File: src/rtl/mips_multicycle_core.sv
// Multi-cycle MIPS core. An FSM sequences the datapath, and instruction fetch and
// lw/sw data accesses share one registered req/ack memory port.
module mips_multicycle_core #(
  parameter logic [31:0] RESET_PC = 32'h0000_0000,
  parameter int          MEM_AW   = 32
) (
  input  logic              clk,
  input  logic              rst,
  output logic              mem_req,
  output logic              mem_we,
  output logic [MEM_AW-1:0] mem_addr,
  output logic [31:0]       mem_wdata,
  input  logic [31:0]       mem_rdata,
  input  logic              mem_ack,
  output logic [31:0]       pc,
  output logic              retire,
  output logic              halted
);

  typedef enum logic [2:0] {FETCH, DECODE, EXEC, MEM, RWB, IWB, LWB, HALT} stateT;

  localparam logic [5:0] OP_RTYPE = 6'b000000;
  localparam logic [5:0] OP_ADDI  = 6'b001000;
  localparam logic [5:0] OP_SLTI  = 6'b001010;
  localparam logic [5:0] OP_LW    = 6'b100011;
  localparam logic [5:0] OP_SW    = 6'b101011;
  localparam logic [5:0] OP_BEQ   = 6'b000100;
  localparam logic [5:0] OP_J     = 6'b000010;
  localparam logic [5:0] OP_JAL   = 6'b000011;

  localparam logic [5:0] FN_ADD = 6'b100000;
  localparam logic [5:0] FN_SUB = 6'b100010;
  localparam logic [5:0] FN_AND = 6'b100100;
  localparam logic [5:0] FN_OR  = 6'b100101;
  localparam logic [5:0] FN_SLT = 6'b101010;
  localparam logic [5:0] FN_JR  = 6'b001000;

  stateT       state, nextState;
  logic [31:0] ir, regA, regB, aluOut, mdr;
  logic [31:0] regFile [32];

  logic [31:0] pcNext, irNext, aNext, bNext, aluNext, mdrNext;
  logic        retireNext;
  logic        wrEn;
  logic [4:0]  wrAddr;
  logic [31:0] wrData;
  logic        illegal;
  logic [31:0] rAlu;

  logic [5:0]  opcode, funct;
  logic [4:0]  rs, rt, rd;
  logic [31:0] immExt, jumpTarget, rsVal, rtVal;

  logic        reqBusy, issueReq, reqWe;
  logic [31:0] reqAddr, reqWdata;

  assign opcode     = ir[31:26];
  assign rs         = ir[25:21];
  assign rt         = ir[20:16];
  assign rd         = ir[15:11];
  assign funct      = ir[5:0];
  assign immExt     = {{16{ir[15]}}, ir[15:0]};
  assign jumpTarget = {pc[31:28], ir[25:0], 2'b00};
  assign rsVal      = (rs == 5'd0) ? 32'd0 : regFile[rs];
  assign rtVal      = (rt == 5'd0) ? 32'd0 : regFile[rt];

  always_comb begin
    case (opcode)
      OP_RTYPE: illegal = !(funct inside {FN_ADD, FN_SUB, FN_AND, FN_OR, FN_SLT, FN_JR});
      OP_ADDI, OP_SLTI, OP_LW, OP_SW, OP_BEQ, OP_J, OP_JAL: illegal = 1'b0;
      default: illegal = 1'b1;
    endcase
  end

  always_comb begin
    case (funct)
      FN_ADD:  rAlu = regA + regB;
      FN_SUB:  rAlu = regA - regB;
      FN_AND:  rAlu = regA & regB;
      FN_OR:   rAlu = regA | regB;
      FN_SLT:  rAlu = {31'd0, $signed(regA) < $signed(regB)};
      default: rAlu = '0;
    endcase
  end

  // NOTE: every output of this block gets a default first, so no path can infer a latch.
  always_comb begin
    nextState  = state;
    pcNext     = pc;
    irNext     = ir;
    aNext      = regA;
    bNext      = regB;
    aluNext    = aluOut;
    mdrNext    = mdr;
    retireNext = 1'b0;
    wrEn       = 1'b0;
    wrAddr     = '0;
    wrData     = '0;
    unique case (state)
      FETCH: begin
        if (mem_req && mem_ack) begin
          irNext    = mem_rdata;
          pcNext    = pc + 32'd4;
          nextState = DECODE;
        end
      end
      DECODE: begin
        aNext   = rsVal;
        bNext   = rtVal;
        aluNext = pc + (immExt << 2);
        if (illegal) begin
          nextState = HALT;
        end else if (opcode == OP_J || opcode == OP_JAL) begin
          pcNext     = jumpTarget;
          retireNext = 1'b1;
          nextState  = FETCH;
          if (opcode == OP_JAL) begin
            wrEn   = 1'b1;
            wrAddr = 5'd31;
            wrData = pc;
          end
        end else begin
          nextState = EXEC;
        end
      end
      EXEC: begin
        case (opcode)
          OP_RTYPE: begin
            if (funct == FN_JR) begin
              pcNext     = regA;
              retireNext = 1'b1;
              nextState  = FETCH;
            end else begin
              aluNext   = rAlu;
              nextState = RWB;
            end
          end
          OP_ADDI: begin
            aluNext   = regA + immExt;
            nextState = IWB;
          end
          OP_SLTI: begin
            aluNext   = {31'd0, $signed(regA) < $signed(immExt)};
            nextState = IWB;
          end
          OP_LW, OP_SW: begin
            aluNext   = regA + immExt;
            nextState = MEM;
          end
          OP_BEQ: begin
            if (regA == regB) pcNext = aluOut;
            retireNext = 1'b1;
            nextState  = FETCH;
          end
          default: nextState = HALT;
        endcase
      end
      MEM: begin
        if (mem_req && mem_ack) begin
          if (opcode == OP_SW) begin
            retireNext = 1'b1;
            nextState  = FETCH;
          end else begin
            mdrNext   = mem_rdata;
            nextState = LWB;
          end
        end
      end
      RWB, IWB, LWB: begin
        wrEn       = 1'b1;
        wrAddr     = (state == RWB) ? rd : rt;
        wrData     = (state == LWB) ? mdr : aluOut;
        retireNext = 1'b1;
        nextState  = FETCH;
      end
      HALT: nextState = HALT;
      default: nextState = HALT;
    endcase
  end

  // A new access is launched on entry to FETCH/MEM; the only FETCH without a pending
  // request is the first cycle after reset, which launches the fetch at pc.
  assign reqBusy  = mem_req && !mem_ack;
  assign issueReq = !reqBusy && (nextState == FETCH || nextState == MEM);
  assign reqAddr  = (nextState == MEM) ? aluNext : pcNext;
  assign reqWe    = (nextState == MEM) && (opcode == OP_SW);
  assign reqWdata = reqWe ? regB : 32'd0;

  always_ff @(posedge clk) begin
    if (rst) begin
      state     <= FETCH;
      pc        <= RESET_PC;
      ir        <= '0;
      regA      <= '0;
      regB      <= '0;
      aluOut    <= '0;
      mdr       <= '0;
      mem_req   <= 1'b0;
      mem_we    <= 1'b0;
      mem_addr  <= '0;
      mem_wdata <= '0;
      retire    <= 1'b0;
      halted    <= 1'b0;
    end else begin
      // NOTE: sequential state uses non-blocking assignments so all flops update together.
      state  <= nextState;
      pc     <= pcNext;
      ir     <= irNext;
      regA   <= aNext;
      regB   <= bNext;
      aluOut <= aluNext;
      mdr    <= mdrNext;
      retire <= retireNext;
      if (nextState == HALT) halted <= 1'b1;
      if (issueReq) begin
        mem_req   <= 1'b1;
        mem_we    <= reqWe;
        mem_addr  <= reqAddr[MEM_AW-1:0];
        mem_wdata <= reqWdata;
      end else if (mem_req && mem_ack) begin
        mem_req <= 1'b0;
        mem_we  <= 1'b0;
      end
    end
  end

  // NOTE: the register file is cleared on reset, so it stays in flops rather than RAM.
  always_ff @(posedge clk) begin
    if (rst) begin
      for (int i = 0; i < 32; i++) regFile[i] <= '0;
    end else if (wrEn && wrAddr != 5'd0) begin
      regFile[wrAddr] <= wrData;
    end
  end

endmodule

File: config.mk
export PLATFORM = sky130hd
export DESIGN_NAME = mips_multicycle_core
export DESIGN_NICKNAME = d
export VERILOG_FILES = /design/src/rtl/mips_multicycle_core.sv
export SDC_FILE = /design/constraint.sdc
export NUM_CORES = 2
export LEC_CHECK = 0
export ABC_AREA = 1
export CORE_MARGIN = 4
export CORE_UTILIZATION = 38
export CTS_CLUSTER_DIAMETER = 30
export DETAILED_ROUTE_END_ITERATION = 12
export PLACE_DENSITY = 0.5
export SYNTH_ARGS = -nofsm -noshare
export SYNTH_HDL_FRONTEND = slang
export SYNTH_SLANG_ARGS = --single-unit
File: constraint.sdc
create_clock -name clk -period 4.5 [get_ports clk]
set_input_delay 1.125 -clock clk [delete_from_list [all_inputs] [get_ports clk]]
set_output_delay 1.125 -clock clk [all_outputs]
set_load 0.02 [all_outputs]
==> metrics.md <==
| Metric | Value |
|---|---|
| Clk_lat worst skew | 0.97 ns |
| DR vias/cell | 6.13 |
| Post-route DRC | 0 |
| DP Worst Slack | 0.582 ns |
| Final setup violating endpoints | 0 |
| Maximum VDD drop | 0.746 mV |
| Post-synth EDFFs | 1024 |
| Relative slew slack | 0.312 |
| CP Data Required Time | 5.32 ns |
| Adder-cell area share of the yosys netlist | 0.0318 |
| Port Buf Inserts | 134 |
| Post-cts resize count | 0 |
| DRT iter0 DRCs | 10500 |
| Vias | 76300 |
| Post-synth ARST share | 0 |
| Power Density | 703 nW/um^2 |
| Total length of routed wires | 383000 um |
| Largest family of logic cells by synthesized area | simple AND/OR/NAND/NOR gates |
| Cell Area, Synth | 76900 um^2 |
| Post-Synth Simple-Gate Area | 0.214 |
| Delay of the slowest critical-path stage | 0.50 ns |
| Clock Path Buffers | 4 |
| Crit path buf inv count | 2 |
| Worst slew pin tran | 1.03 ns |
| Chip width | 458 um |
| Hold/Removal Path Class | flop to flop |
| #FFs+latches synth | 1297 |
| TritonRoute pass-1 iters | 7 |
| Layout area overhead | 23.0% |
| R2R depth | 14 |
| Post-synthesis mux area share | 0.0333 |
| Largest net degree at the start of global routing | 129 |
| Worst Skew | 0.0801 ns |
| R2R Path Start | regA[27]$_SDFFE_PP0P_ |
| Post-layout util | 0.471 |
| Reg2reg end | mem_addr[12]$_SDFFE_PP0P_ |
| Total track usage | 0.351 |
| Crit-path max FO | 13 |
| Synth cell types | 54 |
| Worst path slowest cell | ha_1 |
| Total die area | 210000 um^2 |
| Hold_sp | mdr[26]$_SDFFE_PP0P_ |
| Htree depth | 5 |
| Share of the cycle needed by the critical path after routing | 0.890 |
| Crit Path Category | flop to flop |
| Initial antenna violation count | 18 |
| CTS Buf Count | 377 |
| Starting Density | 0.383 |
| Max Cap Viol | 0 |
| Postcts setup bufs | 0 |
| Critical path's most frequent cell | nand2_1 |
| Antenna-violating nets left | 0 |
| CTS root buffer | clkbuf_16 |
| Crit path depth | 14 |
| Per-cell routed wire length | 30.8 um |
| Post-DP Area | 82500 um^2 |
| Top cell family by delay on the critical path | simple AND/OR/NAND/NOR gates |
| Setup crit end kind | flop |
| Synth warn | 0 |
| Average cell area after synthesis | 8.18 um^2 |
| Setup_tns | 0 ns |
| Compound-cell area share of the yosys netlist | 0.182 |
| CP startpoint | regA[27]$_SDFFE_PP0P_ |
| Synth Area in XOR/XNOR | 0.000798 |
| Crit path capture | mem_addr[12]$_SDFFE_PP0P_ |
| Mapped Cells | 9393 |
| Die Span Y | 458 um |
| Total grt overflow | 0 |
| Status | complete, no violations |
| Final Hold Viols | 0 |
| Lkg Pwr | 34.0 nW |
| Worst path cell trace | inv_1, ha_1, nor2_1, nand2_1, nor2_1, nand2_1, nor2_2, nand2_1, buf_4, o21ai_0, a221oi_1, nand2_1, a21oi_1, a21oi_1 |
| Num ports | 135 |
| Hold-fix buffers, CTS | 0 |
| Count of pins over their slew limit | 0 |
| Setup WS post-layout | 0.497 ns |
| WP data arrival | 4.83 ns |
| Worst reg-to-reg setup slack | 0.50 ns |
| Post-route cell area | 94500 um^2 |
| Detail Placement HPWL | 258000 um |
| Core Region | 200000 um^2 |
| CTS tree | done |
| First-pass GRT wire length | 534000 um |
| Post-synthesis sequential area ratio | 0.471 |
| Final nets | 9723 |
| Final Wtd Congestion | 1.01 |
| Clock transition at the registers of the reported paths | 0.04 ns |
| Max Fclk | 250 MHz |
| Worst Setup Start Kind | flop |
| Cell Rows | 164 |
| Min cycle time layout | 4.00 ns |
| Top FF cell, synth | edfxtp_1 |
| Fraction of layout cells with a size suffix above 1 | 0.105 |
| Clock Sinks | 1297 |
| RSZ-0062 raised after global routing | no |
| Number of global-route vias before repair | 71600 |
[worst min path at each step]
stage | end | slack [ns] | cells past startpoint
2_1_floorplan | mdr[20]$_SDFFE_PP0P_ | 0.42 | 2
3_3_place_gp | mdr[26]$_SDFFE_PP0P_ | 0.45 | 2
4_1_cts | mdr[26]$_SDFFE_PP0P_ | 0.45 | 2
6_report | mdr[26]$_SDFFE_PP0P_ | 0.45 | 2
3_5_place_dp | mdr[26]$_SDFFE_PP0P_ | 0.45 | 2
5_1_grt | mem_wdata[31]$_SDFFE_PP0P_ | 0.47 | 2
[sequential cells by signal, indices dropped and copies added, names as in the netlist, 3 cells and up, named ones only]
| signal | flops |
|---|---|
| pc | 32 |
| mem_wdata | 32 |
| regB | 32 |
| state | 3 |
| regA | 32 |
| mdr | 32 |
| mem_addr | 32 |
| aluOut | 32 |
| regFile | 1024 |
| ir | 32 |
[routing by layer]
layer	wire, um	vias to the layer above	track usage
met3	37400	977	0.0762
met5	69	-	0
met2	166000	4691	0.531
met4	27100	10	0.217
met1	152000	37400	0.458
li1	-	33200	-
[Yosys cell counts (4+ instances only)]
| master | instances | area share |
|---|---|---|
| nand2_2 | 4 | 0.00033 |
| clkinv_1 | 7 | 0.00034 |
| mux2i_1 | 256 | 0.033 |
| o211ai_1 | 280 | 0.027 |
| o21bai_1 | 10 | 0.00098 |
| ha_1 | 189 | 0.031 |
| a21o_1 | 13 | 0.0013 |
| nand3_1 | 465 | 0.030 |
| dfxtp_1 | 273 | 0.071 |
| nand2_1 | 1889 | 0.092 |
| a31oi_1 | 36 | 0.0029 |
| nand4_1 | 54 | 0.0044 |
| fa_1 | 4 | 0.0010 |
| nor2_2 | 13 | 0.0011 |
| o31ai_1 | 4 | 0.00039 |
| nor2_1 | 1563 | 0.076 |
| and2_1 | 6 | 0.00049 |
| nand3b_1 | 20 | 0.0020 |
| buf_2 | 84 | 0.0055 |
| nor4_1 | 6 | 0.00049 |
| a32oi_1 | 261 | 0.030 |
| o21ai_1 | 10 | 0.00065 |
| o21ai_0 | 548 | 0.036 |
| o22ai_1 | 41 | 0.0033 |
| o221ai_1 | 259 | 0.030 |
| edfxtp_1 | 1024 | 0.40 |
| a211oi_1 | 5 | 0.00049 |
| clkbuf_1 | 637 | 0.031 |
| a22oi_1 | 7 | 0.00068 |
| buf_1 | 32 | 0.0016 |
| or2_2 | 15 | 0.0012 |
| buf_6 | 4 | 0.00059 |
| xor2_1 | 7 | 0.00080 |
| inv_2 | 34 | 0.0017 |
| o21a_1 | 7 | 0.00068 |
| nor3_1 | 51 | 0.0033 |
| inv_1 | 522 | 0.025 |
| o2111ai_1 | 8 | 0.00091 |
| a21oi_1 | 718 | 0.047 |
[layout make-up]
type	count	area, um^2
fillers	19100	106000
flip-flops and latches	1297	36200
multi-input cells	6802	36200
clock buffers	457	10100
repair buffers	454	4620
well taps	2656	3320
inverters	563	2130
clock inverters	210	1900
diodes	6	15.0
[cells in the final DEF (no fill, tap or decap), types with 10 or more instances in the layout]
cell	n
o211ai_1	280
a32oi_1	256
a31oi_1	12
nor2_2	14
conb_1	32
nand4_1	54
nand2_2	45
a31oi_4	24
nor2_1	1561
o22ai_1	41
bufinv_16	32
buf_12	70
o21ai_1	10
clkinvlp_4	23
clkbuf_8	20
clkbuf_1	55
mux2i_1	256
inv_1	517
a21oi_1	718
clkbuf_16	383
clkinv_2	76
edfxtp_1	1024
nand2_1	1848
inv_2	35
nand3b_1	20
nor3_1	51
ha_1	189
a21o_1	13
clkinv_1	76
nand3_1	464
o221ai_1	259
buf_4	250
clkdlybuf4s50_1	133
dfxtp_1	263
o21bai_1	10
o21ai_0	548
or2_2	15
[worst register-to-register path, stage by stage (launching register included)]
cell and delay (ns):
dfxtp_1 0.46, inv_1 0.25, ha_1 0.50, nor2_1 0.28, nand2_1 0.15, nor2_1 0.18
nand2_1 0.11, nor2_2 0.43, nand2_1 0.46, buf_4 0.36, o21ai_0 0.23, a221oi_1 0.12
nand2_1 0.15, a21oi_1 0.08, a21oi_1 0.17
[cells by family after synthesis]
| logic type | Yosys count |
|---|---|
| adders and majority gates | 193 |
| AOI/OAI and AO/OA | 2214 |
| muxes | 256 |
| buffers and inverters | 1325 |
| and+or+nand+nor | 4100 |
| other | 1 |
| xor gates and xnor gates | 7 |
| DFF | 1297 |
[power breakdown]
group / internal [mW] / switching (mW)
combinational: 7.04 / 19.2
sequential: 13.8 / 1.30
clock: 17.4 / 7.70
[stage by stage]
step | cells | hold slack (ns) | power [mW]
6_report | 12400 | 0.452 | 66.4
5_1_grt | 12400 | 0.473 | 68.7
4_1_cts | 12400 | 0.454 | 65.7
3_5_place_dp | 11800 | 0.449 | 40.5
3_3_place_gp | 11800 | 0.446 | 40.4
2_1_floorplan | 9424 | 0.425 | 29.4
(Power assumes the default switching activity.)
